==> config.mk <==
export PLATFORM = sky130hd
export DESIGN_NAME = fetch_sequencer
export DESIGN_NICKNAME = d
export VERILOG_FILES = /design/src/rtl/fetch_sequencer_pkg.sv /design/src/rtl/seq_counter.sv /design/src/rtl/fetch_sequencer.sv
export SDC_FILE = /design/constraint.sdc
export NUM_CORES = 1
export LEC_CHECK = 0
export ABC_AREA = 1
export BUFFER_PORTS_ARGS = -buffer_cell sky130_fd_sc_hd__buf_2
export CORE_MARGIN = 1.5
export CORE_UTILIZATION = 42
export CTS_BUF_LIST = sky130_fd_sc_hd__clkbuf_4 sky130_fd_sc_hd__clkbuf_8
export CTS_CLUSTER_SIZE = 8
export DETAILED_ROUTE_END_ITERATION = 6
export PLACE_DENSITY = 0.92
export SLEW_MARGIN = 15
export SYNTH_ARGS = -nofsm -noshare
export SYNTH_HDL_FRONTEND = slang
export SYNTH_SLANG_ARGS = --single-unit
==> constraint.sdc <==
create_clock -name clk -period 1.5 [get_ports clk]
set_input_delay 0.225 -clock clk [delete_from_list [all_inputs] [get_ports clk]]
set_output_delay 0.225 -clock clk [all_outputs]
set_load 0.005 [all_outputs]
==> src/rtl/fetch_sequencer_pkg.sv <==
// Shared types and constants for the instruction fetch sequencer and its
// sequence counter.
package fetch_sequencer_pkg;

   typedef enum logic [2:0] {
      ST_IDLE = 3'd0,
      ST_T0   = 3'd1,
      ST_T1   = 3'd2,
      ST_T2   = 3'd3,
      ST_T3   = 3'd4,
      ST_EXEC = 3'd5
   } state_e;

   localparam logic [2:0] BUS_NONE = 3'd0;
   localparam logic [2:0] BUS_AR   = 3'd1;
   localparam logic [2:0] BUS_PC   = 3'd2;
   localparam logic [2:0] BUS_DR   = 3'd3;
   localparam logic [2:0] BUS_AC   = 3'd4;
   localparam logic [2:0] BUS_IR   = 3'd5;
   localparam logic [2:0] BUS_TR   = 3'd6;
   localparam logic [2:0] BUS_MEM  = 3'd7;

   localparam logic [2:0] OPC_IO = 3'd7;

   localparam int              SC_W   = 4;
   localparam logic [SC_W-1:0] SC_MAX = '1;

   typedef struct packed {
      logic       ar_load;
      logic       ar_inc;
      logic       ar_clr;
      logic       pc_load;
      logic       pc_inc;
      logic       pc_clr;
      logic       ir_load;
      logic       mem_rd;
      logic       exec_start;
      logic [2:0] bus_sel;
   } ctrl_t;

   // I/O instructions reuse the I bit, so they never take the indirect cycle.
   function automatic logic needs_indirect(input logic i_flag, input logic [2:0] opc);
      return i_flag && (opc != OPC_IO);
   endfunction

endpackage

==> src/rtl/seq_counter.sv <==
// Saturating cycle counter used to report the position within an instruction.
module seq_counter
   import fetch_sequencer_pkg::*;
(
   input  logic            clk,
   input  logic            rst_n,
   input  logic            clr,
   input  logic            inc,
   output logic [SC_W-1:0] cnt
);

   logic [SC_W-1:0] cnt_q;
   logic [SC_W-1:0] cnt_d;

   always_comb begin
      cnt_d = cnt_q;
      if (clr) begin
         cnt_d = '0;
      end else if (inc && (cnt_q != SC_MAX)) begin
         cnt_d = cnt_q + 1'b1;
      end
   end

   always_ff @(posedge clk) begin
      if (!rst_n) begin
         cnt_q <= '0;
      end else begin
         cnt_q <= cnt_d;
      end
   end

   assign cnt = cnt_q;

endmodule

==> src/rtl/fetch_sequencer.sv <==
// Fetch/decode/indirect sequencer: walks one instruction from PC fetch to the
// hand-off to the execute unit, driving AR/PC/IR strobes and the bus select.
//
// state | meaning
// IDLE  | stopped; clr_req clears AR/PC, run starts a fetch
// T0    | AR <- PC
// T1    | memory read of the instruction; IR <- MEM, PC++ on ack
// T2    | AR <- IR address field, latch opcode and I bit
// T3    | indirect read; AR <- MEM on ack
// EXEC  | execute unit owns the instruction until exec_done
module fetch_sequencer
   import fetch_sequencer_pkg::*;
(
   input  logic        clk,
   input  logic        rst_n,
   input  logic        run,
   input  logic        clr_req,
   input  logic [15:0] ir_in,
   input  logic        mem_ack,
   input  logic        exec_done,
   output logic        ar_load,
   output logic        ar_inc,
   output logic        ar_clr,
   output logic        pc_load,
   output logic        pc_inc,
   output logic        pc_clr,
   output logic        ir_load,
   output logic        mem_rd,
   output logic [2:0]  bus_sel,
   output logic        exec_start,
   output logic [2:0]  d_op,
   output logic        i_bit,
   output logic [3:0]  sc,
   output logic        busy
);

   state_e     state_q;
   state_e     state_d;
   logic       exec_first_q;
   logic       exec_first_d;
   logic [2:0] d_op_q;
   logic [2:0] d_op_d;
   logic       i_bit_q;
   logic       i_bit_d;
   ctrl_t      ctrl;
   logic       sc_clr;
   logic       sc_inc;

   // Only the I bit and opcode are decoded here; the address field goes over the bus.
   logic unused_ir_addr;
   assign unused_ir_addr = ^ir_in[11:0];

   always_comb begin
      ctrl    = '0;
      state_d = state_q;
      case (state_q)
         ST_IDLE: begin
            if (clr_req) begin
               ctrl.ar_clr = 1'b1;
               ctrl.pc_clr = 1'b1;
            end else if (run) begin
               state_d = ST_T0;
            end
         end
         ST_T0: begin
            ctrl.bus_sel = BUS_PC;
            ctrl.ar_load = 1'b1;
            state_d      = ST_T1;
         end
         ST_T1: begin
            ctrl.mem_rd  = 1'b1;
            ctrl.bus_sel = BUS_MEM;
            if (mem_ack) begin
               ctrl.ir_load = 1'b1;
               ctrl.pc_inc  = 1'b1;
               state_d      = ST_T2;
            end
         end
         ST_T2: begin
            ctrl.bus_sel = BUS_IR;
            ctrl.ar_load = 1'b1;
            state_d      = needs_indirect(ir_in[15], ir_in[14:12]) ? ST_T3 : ST_EXEC;
         end
         ST_T3: begin
            ctrl.mem_rd  = 1'b1;
            ctrl.bus_sel = BUS_MEM;
            if (mem_ack) begin
               ctrl.ar_load = 1'b1;
               state_d      = ST_EXEC;
            end
         end
         ST_EXEC: begin
            ctrl.exec_start = exec_first_q;
            if (exec_done) begin
               state_d = run ? ST_T0 : ST_IDLE;
            end
         end
         default: begin
            state_d = ST_IDLE;
         end
      endcase
   end

   // exec_start must be a single pulse even if EXEC lasts many cycles.
   always_comb begin
      exec_first_d = (state_d == ST_EXEC) && (state_q != ST_EXEC);
      d_op_d       = d_op_q;
      i_bit_d      = i_bit_q;
      if (state_q == ST_T2) begin
         d_op_d  = ir_in[14:12];
         i_bit_d = ir_in[15];
      end
   end

   always_ff @(posedge clk) begin
      if (!rst_n) begin
         state_q      <= ST_IDLE;
         exec_first_q <= 1'b0;
         d_op_q       <= 3'd0;
         i_bit_q      <= 1'b0;
      end else begin
         state_q      <= state_d;
         exec_first_q <= exec_first_d;
         d_op_q       <= d_op_d;
         i_bit_q      <= i_bit_d;
      end
   end

   // The count restarts at every T0 so it always reads 0 at the start of a fetch.
   assign sc_clr = (state_d == ST_IDLE) || (state_d == ST_T0);
   assign sc_inc = !sc_clr;

   seq_counter u_seq_counter (
      .clk   (clk),
      .rst_n (rst_n),
      .clr   (sc_clr),
      .inc   (sc_inc),
      .cnt   (sc)
   );

   assign ar_load    = ctrl.ar_load;
   assign ar_inc     = ctrl.ar_inc;
   assign ar_clr     = ctrl.ar_clr;
   assign pc_load    = ctrl.pc_load;
   assign pc_inc     = ctrl.pc_inc;
   assign pc_clr     = ctrl.pc_clr;
   assign ir_load    = ctrl.ir_load;
   assign mem_rd     = ctrl.mem_rd;
   assign bus_sel    = ctrl.bus_sel;
   assign exec_start = ctrl.exec_start;
   assign d_op       = d_op_q;
   assign i_bit      = i_bit_q;
   assign busy       = (state_q != ST_IDLE);

endmodule

* After elaboration in Yosys (flattened, before gate mapping) *
Index checks and enable logic that the tools add are counted.

word-level totals
  bits in registers = 12
  ROM bits = 0
  latch bits = 0
  memories kept = 0
  word-level logic and storage cells = 44
  bits in writable memories = 0

cells by class
  $lt $le $gt $ge = 0
  bitwise operators = 1
  equality and inequality tests = 10
  reductions and logical operators = 11
  add/subtract/negate cells = 1
  shift operators = 0
  multiplexer cells = 16
  $mul = 0
  divide/modulo/power cells = 0

operators by type and width
  cell                                                              count
  3-bit case mux with 6 select lines                                1
  3-bit two-way mux                                                 5
  3-bit == test (second input constant)                             3
  3-bit case mux with 3 select lines                                1
  1-bit two-way mux                                                 8
  3-bit by 1-bit == test with 1-bit output (second input constant)  2
  3-bit by 2-bit == test with 1-bit output (second input constant)  2
  3-bit zero test                                                   2
  3-bit != test (second input constant)                             2
  2-bit OR reduction                                                3
  4-bit by 1-bit adder with 4-bit output (second input constant)    1
  4-bit != test (second input constant)                             1
  1-bit logical AND                                                 3
  3-bit nonzero test                                                1
  1-bit case mux with 2 select lines                                1
  1-bit zero test                                                   1
  1-bit logical OR                                                  1
  1-bit NOT                                                         1

* Longest topological paths before layout *
  depth in word-level cells = 8
  mapped depth = 7

* Hierarchy *
From an unflattened synthesis, not the netlist that was laid out.

unflattened totals
  cells, all modules = 103
  area, all modules = 678.2 µm²

modules (own cells, without submodules)
  module           cells each  times used  area an instance (µm²)  seq. area each (µm²)
  fetch_sequencer  74          1           467.9                   160.2
  seq_counter      29          1           210.2                   80.1

* Worst setup path after synthesis *
Ideal clock, no wire load.

  path kind = register -> output
  from = register state_q[0]
  to = output bus_sel[2]
  data arrival time = 927 ps
  setup slack = 348 ps
  data required time = 1,275 ps
  stages on the path, launching flop included = 5
  cell sequence = dfxtp_1 -> inv_1 -> nand3_1 -> o21ai_0 -> buf_4

on the way
  cells in the longest elaborated chain, start to end = 3

ends and longest elaborated chain
  element                                                                           RTL line                source
  start, declared                                                                   fetch_sequencer.sv:37   state_e state_q;
  start signal, assigned                                                            fetch_sequencer.sv:122  state_q <= state_d;
  3-bit by 2-bit == test with 1-bit output / 3-bit == test (equally long branches)  fetch_sequencer.sv:56   case (state_q)
  2-bit OR reduction (no line)                                                      n/a
  3-bit case mux with 3 select lines *                                              fetch_sequencer.sv:56
  end, declared                                                                     fetch_sequencer.sv:29   output logic [2:0] bus_sel,

Mark *: on every way between the ends. The rest lies on a longest branch, timed or not.

* Worst setup path in the final report *
  from = register state_q[0]
  to = output bus_sel[1]

Same word-level chain as after synthesis.

==> metrics.md <==
| Metric | Value |
|---|---|
| Arrival @ worst endpoint | 1.17 ns |
| Initial Util | between 40% and 50% |
| Reg2Reg Launch Point | u_seq_counter.cnt[0]$_SDFFE_PP0P_ |
| CP cell instances | inv_1 -> nand3_2 -> nand2_2 -> inv_2 -> nand2_1 -> buf_2 |
| FF-to-FF path depth | 5 |
| CTS Buf Count | 3 |
| Fin crit share | about 93% |
| Root Buffer | clkbuf_4 |
| Placed Cells | 132 |
| Hold Slack | just over 0.2 ns |
| Final nets | about 140 |
| Power Density | about 870 nW/um2 |
| Layout cell share with drive strength beyond 1 | between 40% and 50% |
| Cell family with most CP delay | flip-flops |
| First-pass GRT wire length | 2173 um |
| Grt total ovfl | 0 |
| Met3 Use GR | 2.586% |
| Core Util, Final | a little under three fifths |
| Antenna Violating Nets Remaining | 0 |
| Die outline height | about 42 um |
| Die Wd | about 42 um |
| DR iter-0 viols | 9 |
| Area after DPL | ~780 um2 |
| Design area | between 800 and 900 um2 |
| Met1 GRT Util | about a fifth |
| Final Hold Viols | 0 |
| Synth Cell Area | between 600 and 700 um2 |
| Total routed wirelength | approximately 1300 um |
| Crit-path max cell delay | 0.37 ns |
| Yosys warns | 0 |
| Antenna diodes | 0 |
| Slew Limit Fails | 0 |
| Clk_lat worst skew | 0.27 ns |
| Type of the worst setup path | flop to primary output |
| Clock Skew | around 0.0027 ns |
| Largest area contributor in the netlist | dfxtp_1 |
| Outcome | completed |
| Dominant synthesized flop cell | dfxtp_1 |
| Area delta synth->final | 27.83% |
| CP Capture Point | bus_sel[1] |
| Tot GR Track Use | 15.85% |
| Clk slew on worst S/H paths | 0.07 ns |
| Post-route insts no fill | roughly 140 |
| DRT Pass-1 Iters | 4 |
| Setup repair bufs after CTS | 0 |
| Synth cell types | 24 |
| Post-synth EDFFs | 0 |
| Final min period | between 1 and 1.5 ns |
| Max IR drop VDD | approximately 420 uV |
| Synth async-reset ratio | 0% |
| IO Pins | 43 |
| PortBufs | 28 |
| Synth Register Bits | 12 |
| Largest net degree at the start of global routing | 8 |
| Critical Path Start | state_q[0]$_SDFF_PN0_ |
| # H-tree levels | 1 |
| Wire length per cell | about 10 um |
| Worst setup SP type | flop |
| Vias per cell | ~5 |
| Capture point of the worst reg-to-reg path | u_seq_counter.cnt[1]$_SDFFE_PP0P_ |
| Sequential cell area fraction in the yosys report | a little under two fifths |
| Row count | 14 |
| Met2 Track Usage GR | around 28% |
| Largest fanout on the critical path | 6 |
| Core area | 1471 um2 |
| CP Buf/Inv Count | 3 |
| Dpl hpwl | about 1000 um |
| Synth top area share | between 30 and 40% |
| Gate Count Post-Synth | 92 |
| Maximum root-to-sink buffer count | 2 |
| Initial antenna violation count | 0 |
| DRC Markers | 0 |
| Worst path slowest cell | dfxtp_4 |
| Final Setup Violations | 0 |
| Max Cap Viol | 0 |
| Worst path required time | 1.27 ns |
| Clock Sinks | 12 |
| Leak | roughly 0.43 nW |
| Vias | about 670 |
| Crit end category | primary output |
| HP Class | input port to flop |
| Flop2flop setup slack | between 0.3 and 0.4 ns |
| Setup TNS | 0 ns |
| Largest cells by area after synthesis | dfxtp_1, nand3_1, nor2_1 |
| Avg Cell Area, Syn | slightly above 7 um2 |
| RePlAce Congestion | between 0.8 and 0.9 |
| Vias in the first global route | around 550 |
| Gr busiest metal | met2 |
| Crit. path cell count | 6 |
| Max Clk Rate | approximately 0.72 GHz |
| TritonCTS clock tree | built |
| Die ar. | between 1500 and 2000 um2 |
| RSZ-0062 raised after global routing | no |
## cells in the mapped netlist (2+ instances only)
cell and number:
nor2_1 14, dfxtp_1 12, nand3_1 11, inv_1 10
nand2_1 10, a21oi_1 5, buf_4 5, inv_2 4
o21ai_0 3, nand2_2 2, nand3_2 2, nor2_2 2
## worst register-to-register path, delay by kind of cell, from the launching register on
| kind | cells | cell delay, ns |
|---|---|---|
| simple gates | 2 | 0.26 |
| compound gates | 2 | 0.24 |
| fa+ha+maj | 1 | 0.21 |
| flops | 1 | 0.39 |
## where the power goes
part / total [W] / switching (W) / internal, W
clock network: 0.000251 / 0.000103 / 0.000147
registers: 0.000339 / 0.0000127 / 0.000327
logic: 0.000134 / 0.0000745 / 0.0000598
total: 0.000725 / 0.000191 / 0.000534
## metrics by stage
stage | setup slack (ns) | power (W)
after floorplan | 0.3481 | 0.0004369
after global placement | 0.3379 | 0.0004742
after detailed placement | 0.3017 | 0.0004796
after CTS | 0.03433 | 0.0007261
after global routing | 0.01462 | 0.0007616
final | 0.1020 | 0.0007245
## worst min-delay path by stage
stage                                     from                   end  slack [ns]  cells after the start
after floorplan                          rst_n  d_op[0]$_SDFFE_PN0P_        0.36                      2
after global placement    d_op[1]$_SDFFE_PN0P_  d_op[1]$_SDFFE_PN0P_        0.46                      2
after detailed placement  d_op[1]$_SDFFE_PN0P_  d_op[1]$_SDFFE_PN0P_        0.47                      2
after CTS                            ir_in[15]    i_bit$_SDFFE_PN0P_        0.21                      3
after global routing                 ir_in[13]  d_op[1]$_SDFFE_PN0P_        0.24                      3
final                                ir_in[15]    i_bit$_SDFFE_PN0P_        0.21                      3
## layer usage
metal / share of wire, % / vias to the layer above
met5: 0 / -
met1: 44 / 289
met3: 6.8 / 4
met2: 46 / 32
li1: - / 344
met4: 2.3 / 0
## cells by family after synthesis
| kind of cell | synth area share [%] |
|---|---|
| AO/OA/AOI/OAI | 10.36 |
| adder cells (fa/ha/maj) | 1.919 |
| AND/OR/NAND/NOR | 33.78 |
| buffers and inverters | 13.82 |
| flip-flops | 36.85 |
| XOR/XNOR | 2.688 |
| other | 0.5753 |
## cell usage in the layout (no fill, tap or decap), types with 2 or more instances in the layout
master    instances
inv_1            10
buf_2            28
nor2_1           14
dfxtp_1           9
o21ai_0           3
nor2_2            2
nand2_2           2
nand3_1          10
nand2_1          10
clkbuf_4          3
conb_1            2
inv_2             4
nand3_2           3
a21oi_1           5
dfxtp_4           2
## area by class of cell
cell class / count / area (um2)
Tap cell: 16 / 20.02
Fill cell: 155 / 638.1
Timing Repair Buffer: 28 / 140.1
Sequential cell: 12 / 249.0
Inverter: 14 / 52.55
Multi-Input combinational cell: 62 / 335.3
Clock buffer: 4 / 36.28
## sequential cells by signal, summed over array words and instances (netlist names)
signal and flops:
state_q 3, i_bit 1, d_op 3, u_seq_counter.cnt 4
exec_first_q 1
## repair_timing
action / in CTS / in global routing
endpoints found under the setup margin: 0 / 6
hold buffers: 0 / 0
gates resized for setup: 0 / 7
Power figures use the tool's default switching activity.
